**src/rtl/mem_access_unit.sv**
```systemverilog
// ---------------------------------------------------------------------------
// mem_access_unit
//
// Turns byte/halfword/word load and store requests into accesses on a
// word-wide RAM. The RAM is big-endian: byte offset 0 sits in bits 31:24.
// Sub-word stores use a read-modify-write sequence. Misaligned halfword and
// word accesses are answered with a fault and never touch the RAM.
//
// Ports
//   clock            single clock, all state changes on the rising edge
//   reset_n          asynchronous active-low reset
//   req_valid        request present
//   req_ready        unit can accept a request (only while idle)
//   req_op           0 LB, 1 LH, 2 LW, 3 LBU, 4 LHU, 5 SB, 6 SH, 7 SW
//   req_addr         byte address
//   req_wdata        store data, right-justified for SB/SH
//   resp_valid       response present
//   resp_ready       consumer takes the response
//   resp_rdata       extended load data; 0 for stores and faults
//   resp_misaligned  alignment fault flag
//   ram_address      RAM word index (byte address / 4)
//   ram_writedata    word written to the RAM
//   ram_load         RAM write enable
//   ram_out          RAM read data, combinational from ram_address
// ---------------------------------------------------------------------------
module mem_access_unit #(
   parameter int RAM_AW = 32
) (
   input  logic              clock,
   input  logic              reset_n,
   input  logic              req_valid,
   output logic              req_ready,
   input  logic [2:0]        req_op,
   input  logic [31:0]       req_addr,
   input  logic [31:0]       req_wdata,
   output logic              resp_valid,
   input  logic              resp_ready,
   output logic [31:0]       resp_rdata,
   output logic              resp_misaligned,
   output logic [RAM_AW-1:0] ram_address,
   output logic [31:0]       ram_writedata,
   output logic              ram_load,
   input  logic [31:0]       ram_out
);

   localparam logic [1:0] IDLE   = 2'd0;
   localparam logic [1:0] ACCESS = 2'd1;
   localparam logic [1:0] WRITE  = 2'd2;
   localparam logic [1:0] RESP   = 2'd3;

   localparam logic [2:0] OP_LB  = 3'd0;
   localparam logic [2:0] OP_LH  = 3'd1;
   localparam logic [2:0] OP_LW  = 3'd2;
   localparam logic [2:0] OP_LBU = 3'd3;
   localparam logic [2:0] OP_LHU = 3'd4;
   localparam logic [2:0] OP_SB  = 3'd5;
   localparam logic [2:0] OP_SH  = 3'd6;
   localparam logic [2:0] OP_SW  = 3'd7;

   logic [1:0]  state;
   logic [2:0]  op_q;
   logic [31:0] addr_q;
   logic [31:0] wdata_q;
   logic [31:0] rdata_q;
   logic        misaligned_q;
   logic [31:0] merged_q;

   logic        req_misaligned;
   logic [7:0]  byte_lane;
   logic [15:0] half_lane;
   logic [31:0] load_value;
   logic [31:0] merged_value;
   logic        store_word;

   // Alignment check is done on the live request so a faulting access can
   // go straight to the response state at the acceptance edge.
   always_comb begin
      req_misaligned = 1'b0;
      case (req_op)
         OP_LH, OP_LHU, OP_SH: req_misaligned = req_addr[0];
         OP_LW, OP_SW:         req_misaligned = |req_addr[1:0];
         default:              req_misaligned = 1'b0;
      endcase
   end

   // Big-endian lane selection: lower byte offsets live in higher bits.
   always_comb begin
      byte_lane = ram_out[31:24];
      case (addr_q[1:0])
         2'd0: byte_lane = ram_out[31:24];
         2'd1: byte_lane = ram_out[23:16];
         2'd2: byte_lane = ram_out[15:8];
         2'd3: byte_lane = ram_out[7:0];
         default: byte_lane = ram_out[31:24];
      endcase
      half_lane = addr_q[1] ? ram_out[15:0] : ram_out[31:16];
   end

   always_comb begin
      load_value = 32'd0;
      case (op_q)
         OP_LB:   load_value = {{24{byte_lane[7]}}, byte_lane};
         OP_LH:   load_value = {{16{half_lane[15]}}, half_lane};
         OP_LW:   load_value = ram_out;
         OP_LBU:  load_value = {24'd0, byte_lane};
         OP_LHU:  load_value = {16'd0, half_lane};
         default: load_value = 32'd0;
      endcase
   end

   // Read-modify-write merge for sub-word stores: the current RAM word with
   // only the addressed lane replaced by the store data.
   always_comb begin
      merged_value = ram_out;
      if (op_q == OP_SB) begin
         case (addr_q[1:0])
            2'd0: merged_value[31:24] = wdata_q[7:0];
            2'd1: merged_value[23:16] = wdata_q[7:0];
            2'd2: merged_value[15:8]  = wdata_q[7:0];
            2'd3: merged_value[7:0]   = wdata_q[7:0];
            default: merged_value = ram_out;
         endcase
      end else if (op_q == OP_SH) begin
         if (addr_q[1]) begin
            merged_value[15:0] = wdata_q[15:0];
         end else begin
            merged_value[31:16] = wdata_q[15:0];
         end
      end
   end

   // Main sequencer. A reset clears the state to IDLE immediately, which
   // also drops ram_load combinationally, so an aborted store never lands.
   always_ff @(posedge clock or negedge reset_n) begin
      if (!reset_n) begin
         state        <= IDLE;
         op_q         <= 3'd0;
         addr_q       <= 32'd0;
         wdata_q      <= 32'd0;
         rdata_q      <= 32'd0;
         misaligned_q <= 1'b0;
         merged_q     <= 32'd0;
      end else begin
         case (state)
            IDLE: begin
               if (req_valid) begin
                  op_q         <= req_op;
                  addr_q       <= req_addr;
                  wdata_q      <= req_wdata;
                  rdata_q      <= 32'd0;
                  misaligned_q <= req_misaligned;
                  state        <= req_misaligned ? RESP : ACCESS;
               end
            end
            ACCESS: begin
               if (op_q == OP_SB || op_q == OP_SH) begin
                  merged_q <= merged_value;
                  state    <= WRITE;
               end else begin
                  if (op_q != OP_SW) begin
                     rdata_q <= load_value;
                  end
                  state <= RESP;
               end
            end
            WRITE: begin
               state <= RESP;
            end
            RESP: begin
               if (resp_ready) begin
                  state <= IDLE;
               end
            end
            default: state <= IDLE;
         endcase
      end
   end

   assign store_word = (state == ACCESS) && (op_q == OP_SW);

   assign req_ready       = (state == IDLE);
   assign resp_valid      = (state == RESP);
   assign resp_rdata      = rdata_q;
   assign resp_misaligned = misaligned_q;
   assign ram_load        = (state == WRITE) || store_word;

   always_comb begin
      ram_writedata = 32'd0;
      if (state == WRITE) begin
         ram_writedata = merged_q;
      end else if (store_word) begin
         ram_writedata = wdata_q;
      end
   end

   // Word index is the byte address without its two offset bits, fitted to
   // the RAM address width.
   generate
      if (RAM_AW > 30) begin : g_addr_extend
         assign ram_address = {{(RAM_AW-30){1'b0}}, addr_q[31:2]};
      end else if (RAM_AW == 30) begin : g_addr_exact
         assign ram_address = addr_q[31:2];
      end else begin : g_addr_truncate
         assign ram_address = addr_q[RAM_AW+1:2];
      end
   endgenerate

endmodule

```
**config.mk**
```make
export PLATFORM = sky130hd
export DESIGN_NAME = mem_access_unit
export DESIGN_NICKNAME = d
export VERILOG_FILES = /design/src/rtl/mem_access_unit.sv
export SDC_FILE = /design/constraint.sdc
export NUM_CORES = 1
export LEC_CHECK = 0
export CAP_MARGIN = 5
export CORE_MARGIN = 1.5
export CORE_UTILIZATION = 51
export CTS_BUF_LIST = sky130_fd_sc_hd__clkbuf_16
export DETAILED_ROUTE_END_ITERATION = 10
export PLACE_DENSITY = 0.84
export SLEW_MARGIN = 5
export SYNTH_ARGS = -nofsm -noshare
export SYNTH_HDL_FRONTEND = slang
export SYNTH_SLANG_ARGS = --single-unit
```
**constraint.sdc**
```tcl
create_clock -name clock -period 4.33 [get_ports clock]
set_input_delay 0.6495 -clock clock [delete_from_list [all_inputs] [get_ports clock]]
set_output_delay 0.6495 -clock clock [all_outputs]
set_load 0.01 [all_outputs]
```
## Word level (Yosys, flattened, before mapping)

Cells that the tools add are included.

- Logic and storage cells: 67
- Register bits after elaboration: 134

- Equality and inequality tests: 23
- Muxes and demuxes: 23
- Reduce and logical (&&, ||, !) cells: 14

Operators by type and width:

| kind | number |
|---|---|
| 32-bit 2-to-1 mux | 7 |
| 32-bit one-hot mux with 5 select lines | 1 |
| 32-bit one-hot mux with 2 select lines | 1 |
| 16-bit 2-to-1 mux | 3 |
| 8-bit 2-to-1 mux | 4 |
| 8-bit one-hot mux with 4 select lines | 1 |
| 3-bit == test, second input constant | 7 |
| 3-bit by 2-bit == test with 1-bit output, second input constant | 3 |
| 2-bit == test, second input constant | 4 |
| 2-bit one-hot mux with 4 select lines | 1 |
| 3-bit by 1-bit == test with 1-bit output, second input constant | 2 |
| 2-bit 2-to-1 mux | 3 |
| 2-bit inequality test, second input constant | 3 |
| 2-bit AND reduction | 3 |
| 2-bit by 1-bit == test with 1-bit output, second input constant | 2 |
| 2-bit logical NOT | 2 |
| 4-bit AND reduction | 1 |
| 2-bit OR reduction | 2 |
| 3-bit logical NOT | 1 |
| 3-bit inequality test, second input constant | 1 |
| 3-bit OR reduction | 1 |
| 1-bit logical OR | 2 |
| 2-bit by 1-bit inequality test with 1-bit output, second input constant | 1 |
| 1-bit one-hot mux with 2 select lines | 1 |
| other kinds (3) | 3 |

## Longest topological paths before layout

Gate-level depths: netlist of the first run.

- Word-level depth: 6
- Mapped depth: 8

## Worst setup path after synthesis of the first run

Ideal clock, no wire load.

- Path kind: flip-flop to output port
- Start: register state[0]
- End: output port ram_writedata[10]
- Setup slack: 2.067 ns
- Required time: 3.681 ns
- Stages on the path, launching flop included: 7
- Data arrival time: 1.614 ns
- Cell sequence: dfrtp_1 -> inv_1 -> ha_1 -> clkbuf_1 -> clkbuf_1 -> mux2i_1 -> nor2_1

- Longest elaborated chain between the ends: 4

Ends and longest elaborated chain:

| item | RTL line | RTL |
|---|---|---|
| start: declaration | 60 | `logic [1:0] state;` |
| start signal: assignment | 152 | `state <= req_misaligned ? RESP : ACCESS;` |
| 2-bit by 1-bit == test with 1-bit output | 179 | `assign store_word = (state == ACCESS) && (op_q == OP_SW);` |
| 1-bit logical AND | 179 |  |
| 32-bit 2-to-1 mux | 191 | `end else if (store_word) begin` |
| 32-bit 2-to-1 mux * | 189 | `if (state == WRITE) begin` |
| end: declaration | 41 | `output logic [31:0] ram_writedata,` |

Mark *: on every way between the ends. The rest lies on a longest branch, timed or not.

## Worst setup path in the final report of the first run

- Start: register state[0]
- End: output port ram_writedata[26]

The elaborated chain is that of the path after synthesis.

==> impl_metrics.yaml, run 1 <==
outcome:
  status: "completed"
pwr:
  swShare: 0.349
  p_switching_mw: 2.52
  p_seq_frac: 0.334
  power_frac_comb: 0.444
  p_leak_nw: 3.82
  p_total_mw: 7.23
  peakVddDrop_mv: 0.407
  p_clk_frac: 0.223
  internal_power_mw: 4.70
  p_per_area_nw_per_um2: 776
layout:
  multi_input_area_um2: 3000
  utilization: 0.708
  layout_commonest_cell: "clkdlybuf4s50_1"
  nets: 844
  final_area_um2: 9310
  insertedDiodeCount: 0
  final_cell_mix: "199 x clkdlybuf4s50_1, 134 x dfrtp_1, 70 x mux2_2"
  drive_gt1_frac: 0.183
  seq_area_um2: 3350
  instances_no_fill: 926
  area_growth_pct: 36.5
  fill_cells: 921
die:
  rows: 42
  start_util: 0.519
  die_w_um: 119
  die_h_um: 119
  die_area_um2: 14100
  core_um2: 13100
  ios: 203
logic_synthesis:
  synth_cells: 585
  ys_warn_count: 0
  ys.flop_type: "dfrtp_1"
  ys_types: 52
  yosysSeqAreaShare: 0.492
  synth.cell_area_um2: 6820
  synthArstFlopShare: 1.00
  syn_avg_cell_area_um2: 11.7
  synth_edf_count: 0
  netlist.area_leader.share: 0.492
  ys_top_cells_by_area: "dfrtp_1 49%, mux2_2 12%, mux2i_1 7.2%, buf_4 3.9%, nor2_1 3.6%"
  synth_area_leader_cell: "dfrtp_1"
  synth_seq_cells: 134
sta:
  max_freq_mhz: 292
  finalSetupTns_ps: 0
  finalSetupViolCount: 0
  fin_skew_ps: 8.17
  tightest_slew_ps: 961
  fin_crit_ps: 3420
  fin_hold_ws_ps: 324
  final-max-slew-violation-count: 0
  finalCritPeriodShare: 0.790
  fin_ws_ps: 910
  slew_headroom: 0.360
  hold_viol: 0
  grt_setup_unrepaired: "no"
clock_network:
  cts.sinks: 134
  cts_buffers: 17
  hold_buffers: 0
  post_cts_buffers: 0
  h-tree-depth: 4
  cts.path.max_buffers: 2
  cts_root_buffer: "clkbuf_16"
  clk_pin_slew_worst_paths_ps: 60
  cts_tree: "done"
  insertion_delay_ps: 420
  cts_resized: 0
global_routing:
  antenna_found_initial: 0
  first_global_vias: 5458
  grt_pass1_wl_mm: 30.4
  grt_remaining_overflow: 0
  grt_max_degree: 107
  grtUsageTotal: 0.281
setup_path:
  path_class: "reg2out"
  r2r_cells: 5
  cp-start-kind: "flop"
  arrival_ps: 2770
  endpoint_kind: "output port"
  critPathMaxFanout: 17
  cp.required_ps: 3680
route:
  drtIter0Drc: 546
  wirelength_mm: 19.0
  routedWlPerCell_um: 20.5
  ant_nets: 0
  vias: 5407
  viasPerCell: 5.84
  dr.pass1.iters: 5
  drc: 0
place:
  post-dp-hpwl_mm: 13.8
  port_buffers: 200
  place_congestion: 0.933
  post-place-ws_ps: 1390
  place_inst: 894
  postPlaceCellArea_um2: 8650
min_path:
  hold_class: "in2async"
job:
  drv_cap: 0
-- worst max-delay path, stage by stage, from the launching register on --
cell             delay, ps
dfrtp_1                420
inv_1                  100
ha_2                   550
buf_4                  400
mux2i_1                130
nor2_1                 140
clkdlybuf4s50_1        590
-- cell usage after synthesis (all sizes together) (4+ instances only) --
cell,number
a22o,8
clkbuf,17
mux4,7
a22oi,8
ha,4
nand2,26
nor2b,4
buf,59
a21oi,19
mux2i,49
or2,4
nand3,10
nor2,66
o21ai,23
mux2,70
o221ai,16
dfrtp,134
a221o,24
-- power groups by stage --
stage | combinational, mW | clock, mW | sequential, mW
finish | 3.21 | 1.61 | 2.41
global route | 3.46 | 1.70 | 2.50
CTS | 3.22 | 1.64 | 2.40
detailed placement | 3.21 | 0 | 2.41
global placement | 3.12 | 0 | 2.39
floorplan | 2.20 | 0 | 2.19
-- path summary, 6_finish.rpt --
| check | from | end | slack, ps |
|---|---|---|---|
| max | state[0]$_DFFE_PN0P_ | ram_writedata[26] | 910 |
| min | reset_n | addr_q[11]$_DFFE_PN0P_ | 320 |
| min in group clock | merged_q[13]$_DFFE_PN0P_ | merged_q[13]$_DFFE_PN0P_ | 490 |
| min reg2reg | merged_q[13]$_DFFE_PN0P_ | merged_q[13]$_DFFE_PN0P_ | 490 |
| max reg2reg | op_q[1]$_DFFE_PN0P_ | merged_q[6]$_DFFE_PN0P_ | 1770 |
| max in group asynchronous | reset_n | op_q[0]$_DFFE_PN0P_ | 2980 |
-- per-layer routing --
| layer | vias to the layer above | share of wire | global-route usage |
|---|---|---|---|
| li1 | 2416 | - | - |
| met1 | 2641 | 0.41 | 0.364 |
| met2 | 299 | 0.48 | 0.445 |
| met3 | 51 | 0.081 | 0.0681 |
| met4 | 0 | 0.036 | 0.135 |
| met5 | - | 0 | 0 |
-- area by class of cell --
| type | instances | share of cell area |
|---|---|---|
| sequential | 134 | 0.360 |
| multi-input combinational | 373 | 0.322 |
| timing repair buffer | 208 | 0.222 |
| clock buffer | 17 | 0.0457 |
| clock inverter | 15 | 0.0251 |
| tap | 176 | 0.0237 |
| inverter | 3 | 0.00121 |
-- state kept, by name, indices dropped and copies added, names as in the netlist --
signal	cells
wdata_q	32
op_q	3
merged_q	32
state	2
resp_rdata	32
addr_q	32
resp_misaligned	1
-- logic make-up after synthesis --
group                      count (synthesis)  synth area share
AOI/OAI and AO/OA                        109             0.124
muxes                                    126             0.211
DFF                                      134             0.492
buffers and inverters                     79            0.0707
xor gates and xnor gates                   2           0.00257
adders and majority gates                  4           0.00734
and+or+nand+nor                          130            0.0929
other                                      1          0.000550
No activity file was read; power rests on OpenSTA's default activity.
==> run 2: changes to the inputs <==
CORE_UTILIZATION = 43   (was 51)
PLACE_DENSITY = 0.75   (was 0.84)
clock period = 3 ns   (was 4.33 ns; I/O delays follow)
==> impl_metrics.yaml, run 2 (synthesized netlist as in run 1, its figures left out) <==
die:
  ios: 203
  die_w_um: 129
  die_area_um2: 16600
  rows: 45
  die_h_um: 129
  core_um2: 15300
  start_util: 0.445
route:
  drtIter0Drc: 506
  drc: 0
  ant_nets: 0
  routedWlPerCell_um: 19.3
  wirelength_mm: 18.6
  viasPerCell: 5.59
  dr.pass1.iters: 6
  vias: 5402
setup_path:
  arrival_ps: 2380
  endpoint_kind: "output port"
  path_class: "reg2out"
  cp.required_ps: 2550
  critPathMaxFanout: 33
  cp-start-kind: "flop"
layout:
  area_growth_pct: 36.6
  layout_commonest_cell: "clkdlybuf4s50_1"
  nets: 849
  final_cell_mix: "199 x clkdlybuf4s50_1, 134 x dfrtp_1, 70 x mux2_2"
  insertedDiodeCount: 0
  drive_gt1_frac: 0.191
sta:
  slew_headroom: 0.481
  fin_crit_ps: 2830
  hold_viol: 0
  finalSetupViolCount: 0
  final-max-slew-violation-count: 0
  finalCritPeriodShare: 0.945
  max_freq_mhz: 353
  grt_setup_unrepaired: "no"
  finalSetupTns_ps: 0
  tightest_slew_ps: 778
  fin_skew_ps: 12.3
global_routing:
  grt_max_degree: 53
  antenna_found_initial: 0
  grt_remaining_overflow: 0
  first_global_vias: 5511
  grtUsageTotal: 0.231
  grt_pass1_wl_mm: 29.4
job:
  drv_cap: 0
clock_network:
  post_cts_buffers: 0
  cts_tree: "done"
  cts_root_buffer: "clkbuf_16"
  insertion_delay_ps: 420
  cts.path.max_buffers: 2
  cts_buffers: 17
  clk_pin_slew_worst_paths_ps: 60
  cts.sinks: 134
  h-tree-depth: 4
min_path:
  hold_class: "reg2reg"
place:
  place_congestion: 0.841
  post-dp-hpwl_mm: 13.4
  port_buffers: 200
pwr:
  p_total_mw: 10.1
  p_leak_nw: 3.79
  peakVddDrop_mv: 0.779
  p_per_area_nw_per_um2: 1080
outcome:
  status: "completed"
## run 2: worst max-delay path, stage by stage (launching register included)
cell	delay [ps]
dfrtp_1	420
inv_1	110
ha_2	290
a41oi_2	130
buf_4	270
nor2_1	180
clkdlybuf4s50_1	570
## run 2: per-layer routing
layer | up-vias | track usage | wire length, um
met3 | 37 | 0.0661 | 1390
met4 | 0 | 0.0853 | 455
met2 | 253 | 0.382 | 9180
li1 | 2427 | - | -
met5 | - | 0 | 0
met1 | 2685 | 0.288 | 7610
## run 2: stage by stage
stage                     setup WS (ps)  cell area [um2]   util  std cells  hold slack, ps
after floorplan                     936             6820      -        586             154
after global placement              553             8750  0.571        933             424
after detailed placement            534             8750  0.571        933             425
after CTS                          29.2             9310  0.608        966             486
after global routing               1.77             9310  0.608        966             507
final                               165             9310  0.608        966             488
## run 2: cell type report
class	count	area, um2
Clock buffer	17	425
Clock inverter	15	130
Fill cell	1256	6000
Inverter	3	11.3
Multi-Input combinational cell	373	3000
Sequential cell	134	3350
Tap cell	211	264
Timing Repair Buffer	213	2130
## run 2: what timing repair did
| item | in CTS | in global routing |
|---|---|---|
| gates resized for setup | 0 | 1 |
| setup endpoints to repair | 0 | 32 |
| hold buffers | 1 | 0 |
| hold endpoints to repair | 48 | 0 |
## run 2: path summary, 6_finish.rpt
kind / startpoint / slack [ps] / depth (start not counted) / end
max: state[1]$_DFFE_PN0P_ / 170 / 6 / ram_writedata[31]
min: merged_q[14]$_DFFE_PN0P_ / 490 / 2 / merged_q[14]$_DFFE_PN0P_
max reg2reg: op_q[1]$_DFFE_PN0P_ / 660 / 5 / merged_q[3]$_DFFE_PN0P_
min reg2reg: merged_q[14]$_DFFE_PN0P_ / 490 / 2 / merged_q[14]$_DFFE_PN0P_
max in group asynchronous: reset_n / 1590 / 3 / addr_q[29]$_DFFE_PN0P_
min in group asynchronous: reset_n / 540 / 2 / wdata_q[20]$_DFFE_PN0P_
## run 2: power breakdown
| part | internal (mW) | switching, mW | leakage, nW | total (mW) |
|---|---|---|---|---|
| Combinational | 2.61 | 2.13 | 1.91 | 4.74 |
| Sequential | 2.66 | 0.747 | 1.62 | 3.41 |
| Clock | 1.14 | 0.806 | 0.261 | 1.94 |
| Total | 6.41 | 3.68 | 3.79 | 10.1 |
==> run 3: changes to the inputs <==
ABC_CLOCK_PERIOD_IN_PS = 3000   (was unset)
SKIP_CTS_REPAIR_TIMING = 1   (was unset)
==> impl_metrics.yaml, run 3 (synthesized netlist as in run 1, its figures left out) <==
outcome:
  status: "complete, but fails checks"
  violations: "negative hold slack"
setup_path:
  crit_cells: 6
  worstSetupStartpoint: "state[1]$_DFFE_PN0P_"
  cp-start-kind: "flop"
  arrival_ps: 2380
  critPathMaxStageDelay_ps: 570
  r2r-end: "merged_q[3]$_DFFE_PN0P_"
  r2r-start: "op_q[1]$_DFFE_PN0P_"
  cpLargestDelayFamily: "buffers and inverters"
  worst_path_max_delay_cell: "clkdlybuf4s50_1"
  critPathBufInv: 3
  critPathMaxFanout: 33
  endpoint_kind: "output port"
  path_cells: "inv_1 > ha_2 > a41oi_2 > buf_4 > nor2_1 > clkdlybuf4s50_1"
  cp.required_ps: 2550
  r2r_cells: 5
  path_class: "reg2out"
  reg2reg_slack_ps: 660
die:
  die_w_um: 129
  die_h_um: 129
  die_area_um2: 16600
  core_um2: 15300
  start_util: 0.445
  ios: 203
  rows: 45
global_routing:
  grtUsageMet2: 0.382
  antenna_found_initial: 0
  grt_max_degree: 53
  met1_usage: 0.288
  globalRouteMet3Util: 0.0661
  grt_pass1_wl_mm: 29.3
  first_global_vias: 5505
  grtUsageTotal: 0.231
  grt_most_used_layer: "met2"
  grt_remaining_overflow: 0
pwr:
  swShare: 0.365
  p_clk_frac: 0.193
  p_leak_nw: 3.79
  peakVddDrop_mv: 0.779
  power_frac_comb: 0.469
  p_per_area_nw_per_um2: 1080
  internal_power_mw: 6.41
  p_seq_frac: 0.338
  p_switching_mw: 3.68
layout:
  drive_gt1_frac: 0.191
  nets: 848
  layout_commonest_cell: "clkdlybuf4s50_1"
  final_cell_mix: "199 x clkdlybuf4s50_1, 134 x dfrtp_1, 70 x mux2_2"
  area_growth_pct: 36.5
  insertedDiodeCount: 0
place:
  post-dp-hpwl_mm: 13.4
  port_buffers: 200
  place_congestion: 0.841
  post-place-ws_ps: 534
sta:
  fin_skew_ps: 11.3
  fin_hold_ws_ps: -34.8
  final-max-slew-violation-count: 0
  tightest_slew_ps: 771
  grt_setup_unrepaired: "no"
  hold_viol: 30
  finalSetupViolCount: 0
  finalCritPeriodShare: 0.944
  slew_headroom: 0.486
  max_freq_mhz: 353
  finalSetupTns_ps: 0
  fin_ws_ps: 169
  fin_crit_ps: 2830
clock_network:
  cts_buffers: 17
  insertion_delay_ps: 420
  cts_root_buffer: "clkbuf_16"
  clk_pin_slew_worst_paths_ps: 60
  cts_tree: "done"
  h-tree-depth: 4
  cts.sinks: 134
  cts.path.max_buffers: 2
route:
  ant_nets: 0
  wirelength_mm: 18.6
  routedWlPerCell_um: 19.2
  viasPerCell: 5.56
  drc: 0
  drtIter0Drc: 477
  dr.pass1.iters: 7
  vias: 5365
job:
  drv_cap: 0
min_path:
  hold_class: "in2async"
-- run 3: cell types whose count changed in the layout (fill, tap and decap cells not counted) --
cell | previous run | this run
dlygate4sd3_1 | 1 | 0
-- run 3: routing by layer --
layer | part of all wire | vias to the layer above
li1 | - | 2423
met2 | 0.49 | 273
met4 | 0.025 | 0
met1 | 0.41 | 2633
met5 | 0 | -
met3 | 0.078 | 36
-- run 3: cell type report --
type	instances	area (um2)
timing repair buffer	212	2120
tap	211	264
inverter	3	11.3
sequential	134	3350
multi-input combinational	373	3000
clock inverter	15	130
fill	1257	6010
clock buffer	17	425
-- run 3: worst register-to-register path, cell delays in order (launching register included) --
cell,delay (ps)
dfrtp_1,700
xor2_1,340
and3_1,580
buf_4,410
nor2_1,110
a21oi_1,130
-- run 3: power by group through the flow --
stage                     clock [mW]  combinational, mW  sequential, mW
final                           1.95               4.73            3.41
after global routing            2.05               5.15            3.52
after CTS                       1.98               4.76            3.39
after detailed placement           0               4.71            3.42
after global placement             0               4.60            3.35
after floorplan                    0               3.17            3.16
-- run 3: worst max path at each step --
| stage | end |
|---|---|
| finish | ram_writedata[31] |
| global route | ram_writedata[31] |
| CTS | ram_writedata[31] |
| detailed placement | ram_writedata[31] |
| global placement | ram_writedata[31] |
| floorplan | ram_writedata[10] |
-- run 3: through the flow --
stage	power [mW]	hold slack (ps)	cell area, um2	utilization	instances
floorplan	6.33	154	6820	-	586
global placement	7.95	424	8750	0.571	933
detailed placement	8.13	425	8750	0.571	933
CTS	10.1	-22.6	9300	0.607	965
global route	10.7	3.65	9300	0.608	965
finish	10.1	-34.8	9300	0.608	965
